--- src/rtl/seg7_mmio_display.sv ---
// seg7_mmio_display
// Memory-mapped 8-digit seven-segment display peripheral. It snoops the CPU
// write bus, keeps a 32-bit display register, and scans that register onto a
// common-anode display as eight hex digits, one digit slot every
// 2^SCAN_DIV clock cycles.
//
// Ports:
//   clk    - system clock, rising edge
//   rst    - asynchronous reset, active low
//   we     - CPU write strobe
//   wsize  - access size: 00 word, 01 halfword, 10 byte, 11 reserved
//   addr   - CPU byte address (undecoded)
//   wdata  - write data; halfword in [15:0], byte in [7:0]
//   hit    - combinational address match on the display word
//   rdata  - combinational read-back of the display register
//   o_seg  - registered segments, active low, {dp,g,f,e,d,c,b,a}
//   o_sel  - registered digit enables, active low, one-hot, bit 0 = rightmost
//
// Build option:
//   SEG7_LEADING_ZERO_BLANK_EN - when defined, leading zero digits above
//   digit 0 are blanked instead of showing "0".
module seg7_mmio_display #(
    parameter logic [31:0] DISP_ADDR = 32'h1001_FFF0,
    parameter int          SCAN_DIV  = 17
) (
    input  logic        clk,
    input  logic        rst,
    input  logic        we,
    input  logic [1:0]  wsize,
    input  logic [31:0] addr,
    input  logic [31:0] wdata,
    output logic        hit,
    output logic [31:0] rdata,
    output logic [7:0]  o_seg,
    output logic [7:0]  o_sel
);

    localparam int CNT_W = SCAN_DIV + 3;

    // Segment pattern {g,f,e,d,c,b,a}, active low.
    function automatic logic [6:0] hexdec(input logic [3:0] nib);
        logic [6:0] seg;
        case (nib)
            4'h0:    seg = 7'h40;
            4'h1:    seg = 7'h79;
            4'h2:    seg = 7'h24;
            4'h3:    seg = 7'h30;
            4'h4:    seg = 7'h19;
            4'h5:    seg = 7'h12;
            4'h6:    seg = 7'h02;
            4'h7:    seg = 7'h78;
            4'h8:    seg = 7'h00;
            4'h9:    seg = 7'h10;
            4'hA:    seg = 7'h08;
            4'hB:    seg = 7'h03;
            4'hC:    seg = 7'h46;
            4'hD:    seg = 7'h21;
            4'hE:    seg = 7'h06;
            4'hF:    seg = 7'h0E;
            default: seg = 7'h7F;
        endcase
        return seg;
    endfunction

    logic [31:0]      disp_q, disp_d;
    logic [CNT_W-1:0] cnt_q, cnt_d;
    logic [7:0]       seg_q, seg_d;
    logic [7:0]       sel_q, sel_d;
    logic [2:0]       idx_s;
    logic [3:0]       nibble_s;
    logic             blank_s;

    assign hit   = (addr[31:2] == DISP_ADDR[31:2]);
    assign rdata = disp_q;
    assign o_seg = seg_q;
    assign o_sel = sel_q;

    // Little-endian lane merge of accepted writes; misaligned or reserved sizes leave the register alone.
    always_comb begin
        disp_d = disp_q;
        if (we && hit) begin
            case (wsize)
                2'b00: begin
                    if (addr[1:0] == 2'b00) begin
                        disp_d = wdata;
                    end else begin
                        disp_d = disp_q;
                    end
                end
                2'b01: begin
                    if (addr[0] == 1'b0) begin
                        if (addr[1]) begin
                            disp_d[31:16] = wdata[15:0];
                        end else begin
                            disp_d[15:0] = wdata[15:0];
                        end
                    end else begin
                        disp_d = disp_q;
                    end
                end
                2'b10: begin
                    case (addr[1:0])
                        2'b00:   disp_d[7:0]   = wdata[7:0];
                        2'b01:   disp_d[15:8]  = wdata[7:0];
                        2'b10:   disp_d[23:16] = wdata[7:0];
                        2'b11:   disp_d[31:24] = wdata[7:0];
                        default: disp_d        = disp_q;
                    endcase
                end
                default: disp_d = disp_q;
            endcase
        end else begin
            disp_d = disp_q;
        end
    end

    // Free-running scan counter; its top three bits pick the digit slot.
    always_comb begin
        cnt_d = cnt_q + {{(CNT_W-1){1'b0}}, 1'b1};
        idx_s = cnt_q[SCAN_DIV+2:SCAN_DIV];
    end

    // Nibble for the current digit slot.
    always_comb begin
        case (idx_s)
            3'd0:    nibble_s = disp_q[3:0];
            3'd1:    nibble_s = disp_q[7:4];
            3'd2:    nibble_s = disp_q[11:8];
            3'd3:    nibble_s = disp_q[15:12];
            3'd4:    nibble_s = disp_q[19:16];
            3'd5:    nibble_s = disp_q[23:20];
            3'd6:    nibble_s = disp_q[27:24];
            3'd7:    nibble_s = disp_q[31:28];
            default: nibble_s = 4'h0;
        endcase
    end

`ifdef SEG7_LEADING_ZERO_BLANK_EN
    // A digit is a leading zero when it and every nibble above it are zero; digit 0 always shows.
    always_comb begin
        if ((idx_s != 3'd0) && ((disp_q >> {idx_s, 2'b00}) == 32'h0000_0000)) begin
            blank_s = 1'b1;
        end else begin
            blank_s = 1'b0;
        end
    end
`else
    // Every digit is always decoded.
    always_comb begin
        blank_s = 1'b0;
    end
`endif

    // Next output values; decimal point is permanently off.
    always_comb begin
        sel_d = ~(8'h01 << idx_s);
        if (blank_s) begin
            seg_d = 8'hFF;
        end else begin
            seg_d = {1'b1, hexdec(nibble_s)};
        end
    end

    // State and output registers; reset darkens the display immediately.
    always_ff @(posedge clk or negedge rst) begin
        if (!rst) begin
            disp_q <= 32'h0000_0000;
            cnt_q  <= '0;
            seg_q  <= 8'hFF;
            sel_q  <= 8'hFF;
        end else begin
            disp_q <= disp_d;
            cnt_q  <= cnt_d;
            seg_q  <= seg_d;
            sel_q  <= sel_d;
        end
    end

endmodule

--- config.mk ---
export PLATFORM = sky130hd
export DESIGN_NAME = seg7_mmio_display
export DESIGN_NICKNAME = d
export VERILOG_FILES = /design/src/rtl/seg7_mmio_display.sv
export SDC_FILE = /design/constraint.sdc
export NUM_CORES = 1
export LEC_CHECK = 0
export CAP_MARGIN = 20
export CORE_ASPECT_RATIO = 0.6
export CORE_MARGIN = 2
export CORE_UTILIZATION = 30
export CTS_BUF_LIST = sky130_fd_sc_hd__clkbuf_8 sky130_fd_sc_hd__clkbuf_16
export DETAILED_ROUTE_END_ITERATION = 7
export PLACE_DENSITY = 0.54
export REMOVE_ABC_BUFFERS = 1
export SLEW_MARGIN = 40
export SYNTH_ARGS = -nofsm -noshare
export SYNTH_HDL_FRONTEND = slang
export SYNTH_SLANG_ARGS = --single-unit
export TNS_END_PERCENT = 100
--- constraint.sdc ---
create_clock -name clk -period 2.6 [get_ports clk]
set_clock_uncertainty 0.1 [all_clocks]
set_input_delay 0.78 -clock clk [delete_from_list [all_inputs] [get_ports clk]]
set_output_delay 0.78 -clock clk [all_outputs]
set_load 0.005 [all_outputs]
==> flow_summary.yaml, run 1 <==
final_layout:
  fin_nets: 546
  drive_gt1_share_pct: 26.1
  area_growth_pct: 48.7
  n_antenna_cell: 0
drt:
  wl_um: 10700
  dr.pass1.iters: 7
  routedWlPerCell_um: 16.9
  drt_iter0_drc: 133
  drc: 0
  via_count: 3047
  via_per_inst: 4.79
  antenna_left: 0
sta:
  maxSlewViolCount: 0
  fin_crit_ns: 2.53
  max_clock_freq_mhz: 395
  layout_worst_path_cycle_share_pct: 97.5
  setup_tns_ns: 0
  grt_setup_unrepaired: "no"
  worstMarginPinSlew_ns: 0.564
  relSlewSlack_pct: 62.1
  finalSetupViolations: 0
  setup_ws_ns: 0.0659
  fin_hold_ws_ns: 0.351
  hold_violations: 0
clock_network:
  clock_path_buffers: 2
  holdBufCountCts: 0
  cts_tree: "done"
  root_buffer: "clkbuf_16"
  htreeDepth: 3
  cts.sinks: 67
  clk_latency_ns: 0.34
  numCtsBuffers: 9
  clk_pin_slew_ns: 0.05
logic_synthesis:
  seq_area_frac_synth_pct: 45.9
  syn_inst: 328
  yosys_warnings: 0
  synthArstFlopShare_pct: 100
  synth_common_cells: "52 x dfrtp_1, 35 x mux2_2, 28 x nand2_1"
  syn_area_um2: 3690
  yosysMostFrequentCell: "dfrtp_1"
  netlist-cell-type-count: 53
  syn_area_per_cell_um2: 11.3
  yosysTopAreaCell: "dfrtp_1"
  synth_top_area_share_pct: 35.3
  synth_edf_count: 0
  synth_area_leaders: "dfrtp_1 35%, dfstp_2 11%, mux2_2 11%"
  ys_ff_latch: 67
  ys.flop_type: "dfrtp_1"
power:
  finalPower_mw: 2.60
  p_leak_nw: 2.43
  peakVddDrop_mv: 0.305
  powerDensity_nw_per_um2: 474
grt:
  antenna_found_initial: 0
  grt_pass1_vias: 3184
  grt_pass1_wl_um: 17300
  grt_overflow: 0
  grt_max_degree: 68
  grt_use_total_pct: 16.9
floorplanning:
  die_h_um: 89.9
  dieWidth_um: 147
  ios: 118
  core_area_um2: 12000
  initial_utilization_pct: 30.7
  die_area_um2: 13200
  rows: 31
outcome:
  outcome: "complete, no violations"
place:
  port_buffers: 116
  post-dp-hpwl_um: 8160
  gp_congestion: 0.817
  pre_cts_ws_ns: -0.663
critical_path:
  end_kind: "output pin"
  path_class: "in2out"
  critPathLaunchType: "input pin"
  reg2reg_from: "cnt_q[18]"
  worstPathMaxFanout: 2
  required_ns: 1.72
  cp-startpoint: "addr[31]"
  arrival_ns: 1.65
worst_hold_path:
  hp-class: "in2async"
flow_run:
  max_cap_violations: 0
-- cells in the final DEF (no fill, tap or decap), drive strengths merged, types with 15 or more instances in the layout --
master and instances:
buf 31, clkbuf 15, clkdlybuf4s50 82, dfrtp 52, dfstp 15, dlygate4sd2 15, inv 19, mux2 35
nand2 29, xnor2 16
-- cell type report --
| cell class | count | area, um2 |
|---|---|---|
| Clock inverter | 7 | 92.6 |
| Timing Repair Buffer | 145 | 1350 |
| Clock buffer | 9 | 225 |
| Sequential cell | 67 | 1700 |
| Tap cell | 165 | 206 |
| Fill cell | 1149 | 6540 |
| Multi-Input combinational cell | 224 | 1850 |
| Inverter | 19 | 71.3 |
-- critical path: stages --
cell and delay [ns]:
clkdlybuf4s15_1 0.18, nor4b_2 0.24, and4_1 0.23, and2_1 0.12, buf_2 0.10
-- layer usage --
metal / vias up / share of wire, % / GRT usage, %
li1: 1458 / - / -
met1: 1460 / 48 / 23.5
met2: 122 / 42 / 25.0
met3: 7 / 8.8 / 6.45
met4: 0 / 0.86 / 3.85
met5: - / 0 / 0
-- registers in the layout, indices dropped and copies added, names as in the netlist --
name,cells
rdata,32
cnt_q,20
o_sel,8
o_seg,7
-- path summary, 6_finish.rpt --
kind | cells past startpoint | end | slack (ns)
hold reg to reg | 1 | cnt_q[9] | 0.37
hold / removal | 2 | cnt_q[9] | 0.35
setup / recovery | 5 | hit | 0.07
setup reg to reg | 9 | o_seg[4] | 0.20
min in group clk | 1 | cnt_q[9] | 0.37
max in group asynchronous | 2 | o_seg[1] | 1.72
-- timing repair --
action                                  4_1_cts  5_1_grt
buffers inserted                              7        0
pin swaps                                    16        9
endpoints found under the setup margin       33       36
resized for setup                            46       23
-- logic make-up (layout without fill, tap and decap cells) --
kind of cell	count (synthesis)	count (layout)	share of synthesized area [%]
AND/OR/NAND/NOR	94	94	15.0
flip-flops	67	67	45.9
AO/OA/AOI/OAI	50	50	10.1
multiplexers	49	49	15.6
buffers and inverters	37	180	5.05
XOR/XNOR	19	19	4.51
adder cells (fa/ha/maj)	11	11	3.73
other	1	1	0.102
-- through the flow --
stage / util (%) / std cells / area (um2)
floorplan: - / 310 / 3580
global placement: 43.0 / 618 / 5170
detailed placement: 43.0 / 618 / 5170
CTS: 45.7 / 637 / 5490
global route: 45.7 / 636 / 5490
finish: 45.7 / 636 / 5490
-- power breakdown --
group	internal [mW]	total (mW)	leakage (nW)	switching [mW]
Sequential	1.04	1.04	0.867	0.00000000716
Clock	0.835	1.31	0.147	0.470
Combinational	0.136	0.254	1.41	0.118
(Power assumes the default switching activity.)
==> inputs of run 2 (changes only) <==
SKIP_CTS_REPAIR_TIMING = 1   (was unset)
==> run 2 against run 1 <==
Compared with the run above: worst hold slack improved by 0.0012 ns; cell count is the same; utilization is 1.1 points higher; first-iteration DRC count down 2.3%; global-route usage is 0.12 points lower.
==> flow_summary.yaml, run 2 (synthesized netlist as in run 1, its figures left out) <==
outcome:
  outcome: "complete, no violations"
critical_path:
  required_ns: 1.72
  critPathTopFamily: "simple AND/OR/NAND/NOR gates"
  end_kind: "output pin"
  path_class: "in2out"
  cp_cell_sequence: "dlymetal6s2s_1 > nor4_2 > and4_1 > and2_1 > clkbuf_2"
  critPathLaunchType: "input pin"
  worstPathMaxFanout: 2
  cp_slowest_cell: "nor4_2"
  max_stage_delay_ns: 0.29
  crit_buf_inv: 2
  arrival_ns: 1.71
place:
  port_buffers: 116
  dp.cells: 618
  placed_area_um2: 5170
  post-dp-hpwl_um: 8160
  gp_congestion: 0.817
power:
  p_comb_share_pct: 10.2
  switching_share_pct: 22.5
  p_leak_nw: 2.69
  finalPower_mw: 2.62
  powerDensity_nw_per_um2: 465
  switchingPower_uw: 589
  p_seq_share_pct: 39.9
  p_clk_share_pct: 49.9
  p_int_mw: 2.03
  peakVddDrop_mv: 0.307
sta:
  fin_crit_ns: 2.59
  layout_worst_path_cycle_share_pct: 99.4
  hold_violations: 0
  relSlewSlack_pct: 63.1
  finalSetupViolations: 0
  maxSlewViolCount: 0
  max_clock_freq_mhz: 387
  worstMarginPinSlew_ns: 0.549
grt:
  grt_pass1_wl_um: 17100
  grt_use_total_pct: 16.8
  grt_max_degree: 68
  grt_overflow: 0
  grt_pass1_vias: 3174
  antenna_found_initial: 0
final_layout:
  fin_nets: 546
  finalInstanceArea_um2: 5630
  layoutNonFillerInstCount: 636
  largest_register_ff_count: 32
  final_util_pct: 46.8
  area_growth_pct: 52.4
  final_cell_mix: "82 x clkdlybuf4s50_1, 51 x dfrtp_1, 34 x mux2_2"
  drive_gt1_share_pct: 24.8
  final_common_cell: "clkdlybuf4s50_1"
  n_antenna_cell: 0
clock_network:
  htreeDepth: 3
  cts_tree: "done"
  numCtsBuffers: 9
  root_buffer: "clkbuf_16"
  clock_path_buffers: 2
  clk_latency_ns: 0.34
  cts.sinks: 67
  clk_pin_slew_ns: 0.05
drt:
  dr.pass1.iters: 7
  via_per_inst: 4.78
  antenna_left: 0
  routedWlPerCell_um: 17.1
  via_count: 3039
  wl_um: 10900
  drc: 0
  drt_iter0_drc: 130
floorplanning:
  ios: 118
  core_area_um2: 12000
  initial_utilization_pct: 30.7
  rows: 31
  die_area_um2: 13200
  die_h_um: 89.9
  dieWidth_um: 147
worst_hold_path:
  hp-class: "in2async"
flow_run:
  max_cap_violations: 0
==> run 2: final cells by class <==
type | count | area (um2)
clock buffers | 9 | 225
clock inverters | 7 | 92.6
fillers | 1117 | 6400
inverters | 19 | 71.3
multi-input cells | 224 | 1860
flip-flops and latches | 67 | 1700
well taps | 165 | 206
repair buffers | 145 | 1480
==> run 2: final timing paths <==
kind                           start       end  slack, ns  cells after the start
max in group asynchronous        rst  o_seg[1]       1.71                      2
setup reg to reg           cnt_q[18]  o_seg[4]       0.19                      9
hold / removal                   rst  cnt_q[9]       0.35                      2
min in group clk            cnt_q[9]  cnt_q[9]       0.37                      1
setup / recovery            addr[30]       hit       0.01                      5
hold reg to reg             cnt_q[9]  cnt_q[9]       0.37                      1
==> run 2: power groups by stage <==
stage / clock network (mW) / registers (mW) / logic (mW)
after global routing: 1.37 / 1.04 / 0.291
final: 1.30 / 1.04 / 0.267
after detailed placement: 0 / 1.06 / 0.269
after global placement: 0 / 1.06 / 0.264
after floorplan: 0 / 1.06 / 0.0808
after CTS: 1.32 / 1.04 / 0.269
==> run 2: layer usage <==
layer / wire length (um) / up-vias / global-route usage, %
met3: 950 / 4 / 6.45
met1: 5270 / 1457 / 23.2
met4: 67 / 0 / 3.85
met2: 4610 / 118 / 25.0
met5: 0 / - / 0
li1: - / 1460 / -
==> run 2: stage by stage <==
step	setup TNS, ns	setup slack [ns]	hold WS (ns)
final	0	0.0149	0.352
after global routing	-0.0416	-0.0416	0.399
after CTS	-1.49	-0.684	0.372
after detailed placement	-12.79	-0.663	0.361
after global placement	-12.21	-0.660	0.356
after floorplan	0	0.0277	0.338
==> inputs of run 3 (changes only) <==
CORE_MARGIN = unset   (was 2)
==> run 3 against run 2 <==
Compared with the run above: via count up 2.2%; highest routed layer is now met5; largest cell class unchanged; fmax up 1.4%; largest power group unchanged; utilization up 1.6 points; worst setup slack better by 0.035 ns.
==> flow_summary.yaml, run 3 (synthesized netlist as in run 1, its figures left out) <==
final_layout:
  largest_register_ff_count: 32
  fin_nets: 553
  final_common_cell: "clkdlybuf4s50_1"
  area_growth_pct: 52.6
  n_antenna_cell: 0
  drive_gt1_share_pct: 26.8
  final_cell_mix: "82 x clkdlybuf4s50_1, 52 x dfrtp_1, 34 x mux2_2, 34 x buf_4, 28 x nand2_1"
  nFillCells: 1094
  layoutNonFillerInstCount: 638
clock_network:
  clk_latency_ns: 0.33
  numCtsBuffers: 9
  cts.sinks: 67
  cts_tree: "done"
  clock_path_buffers: 2
  clk_pin_slew_ns: 0.05
  root_buffer: "clkbuf_16"
  htreeDepth: 3
power:
  peakVddDrop_mv: 0.308
  switchingPower_uw: 570
  p_seq_share_pct: 40.7
  powerDensity_nw_per_um2: 456
  p_clk_share_pct: 48.9
  finalPower_mw: 2.57
  p_leak_nw: 2.69
  p_comb_share_pct: 10.4
  p_int_mw: 2.00
  switching_share_pct: 22.2
floorplanning:
  die_h_um: 87.9
  dieWidth_um: 145
  rows: 30
  core_area_um2: 11600
  die_area_um2: 12800
  initial_utilization_pct: 31.7
  ios: 118
drt:
  antenna_left: 0
  drc: 0
  wl_um: 11100
  dr.pass1.iters: 4
  via_count: 3105
  drt_iter0_drc: 139
  via_per_inst: 4.87
  routedWlPerCell_um: 17.4
critical_path:
  path_class: "in2out"
  end_kind: "output pin"
  max_stage_delay_ns: 0.31
  worstPathMaxFanout: 2
  required_ns: 1.72
  critPathLaunchType: "input pin"
  arrival_ns: 1.67
  cp_cell_sequence: "dlymetal6s2s_1 > nand4b_1 > nor4_2 > and2_1 > buf_2"
  cp_slowest_cell: "nor4_2"
sta:
  layout_worst_path_cycle_share_pct: 98.1
  finalSetupViolations: 0
  hold_violations: 0
  relSlewSlack_pct: 56.2
  fin_crit_ns: 2.55
  grt_setup_unrepaired: "yes"
  maxSlewViolCount: 0
  max_clock_freq_mhz: 392
  setup_ws_ns: 0.0504
  worstMarginPinSlew_ns: 0.651
flow_run:
  max_cap_violations: 0
grt:
  grt_pass1_wl_um: 17800
  antenna_found_initial: 1
  grt_overflow: 0
  grt_pass1_vias: 3198
  grt_max_degree: 68
  grt_use_total_pct: 18.4
place:
  dp.cells: 620
  post-dp-hpwl_um: 8360
  port_buffers: 116
  gp_congestion: 0.839
  pre_cts_ws_ns: -0.801
outcome:
  outcome: "complete, no violations"
worst_hold_path:
  hp-class: "reg2reg"
-- run 3: layer usage --
layer,routed length [um],GRT usage [%]
met2,4930,28.9
met4,40,3.44
met5,13,0
met3,834,6.25
met1,5270,25.0
-- run 3: cell type report --
| type | instances | area (um2) | area share, % |
|---|---|---|---|
| tap | 160 | 200 | 3.55 |
| clock buffer | 13 | 303 | 5.38 |
| multi-input combinational | 224 | 1880 | 33.3 |
| timing repair buffer | 152 | 1470 | 26.1 |
| inverter | 19 | 71.3 | 1.27 |
| clock inverter | 3 | 15.0 | 0.267 |
| sequential | 67 | 1700 | 30.1 |
-- run 3: power groups by stage --
stage	Combinational (mW)	Clock (mW)	Sequential (mW)
2_1_floorplan	0.0808	0	1.06
3_3_place_gp	0.266	0	1.06
3_5_place_dp	0.269	0	1.06
4_1_cts	0.271	1.28	1.04
5_1_grt	0.294	1.34	1.04
6_report	0.267	1.26	1.04
-- run 3: worst paths after layout --
| check | start | end | slack (ns) | cells after the start |
|---|---|---|---|---|
| worst max-delay path | addr[2] | hit | 0.05 | 5 |
| worst min-delay path | cnt_q[13] | cnt_q[13] | 0.37 | 1 |
| worst max register to register | cnt_q[18] | o_seg[0] | 0.24 | 9 |
| worst min register to register | cnt_q[13] | cnt_q[13] | 0.37 | 1 |
| max in group asynchronous | rst | o_seg[5] | 1.71 | 2 |
| min in group asynchronous | rst | cnt_q[9] | 0.38 | 2 |
-- run 3: metrics by stage --
stage	cell area, um2	hold slack, ns	utilization, %	TNS, ns
after CTS	5520	0.377	47.4	-2.01
after global placement	5200	0.358	44.7	-11.94
after global routing	5630	0.389	48.4	-0.0239
final	5630	0.373	48.4	0
after detailed placement	5200	0.358	44.7	-12.74
after floorplan	3580	0.338	-	0
-- run 3: critical path: cells and delay by family --
kind / cells / cell delay, ns
and+or+nand+nor: 3 / 0.66
buffers and inverters: 2 / 0.24
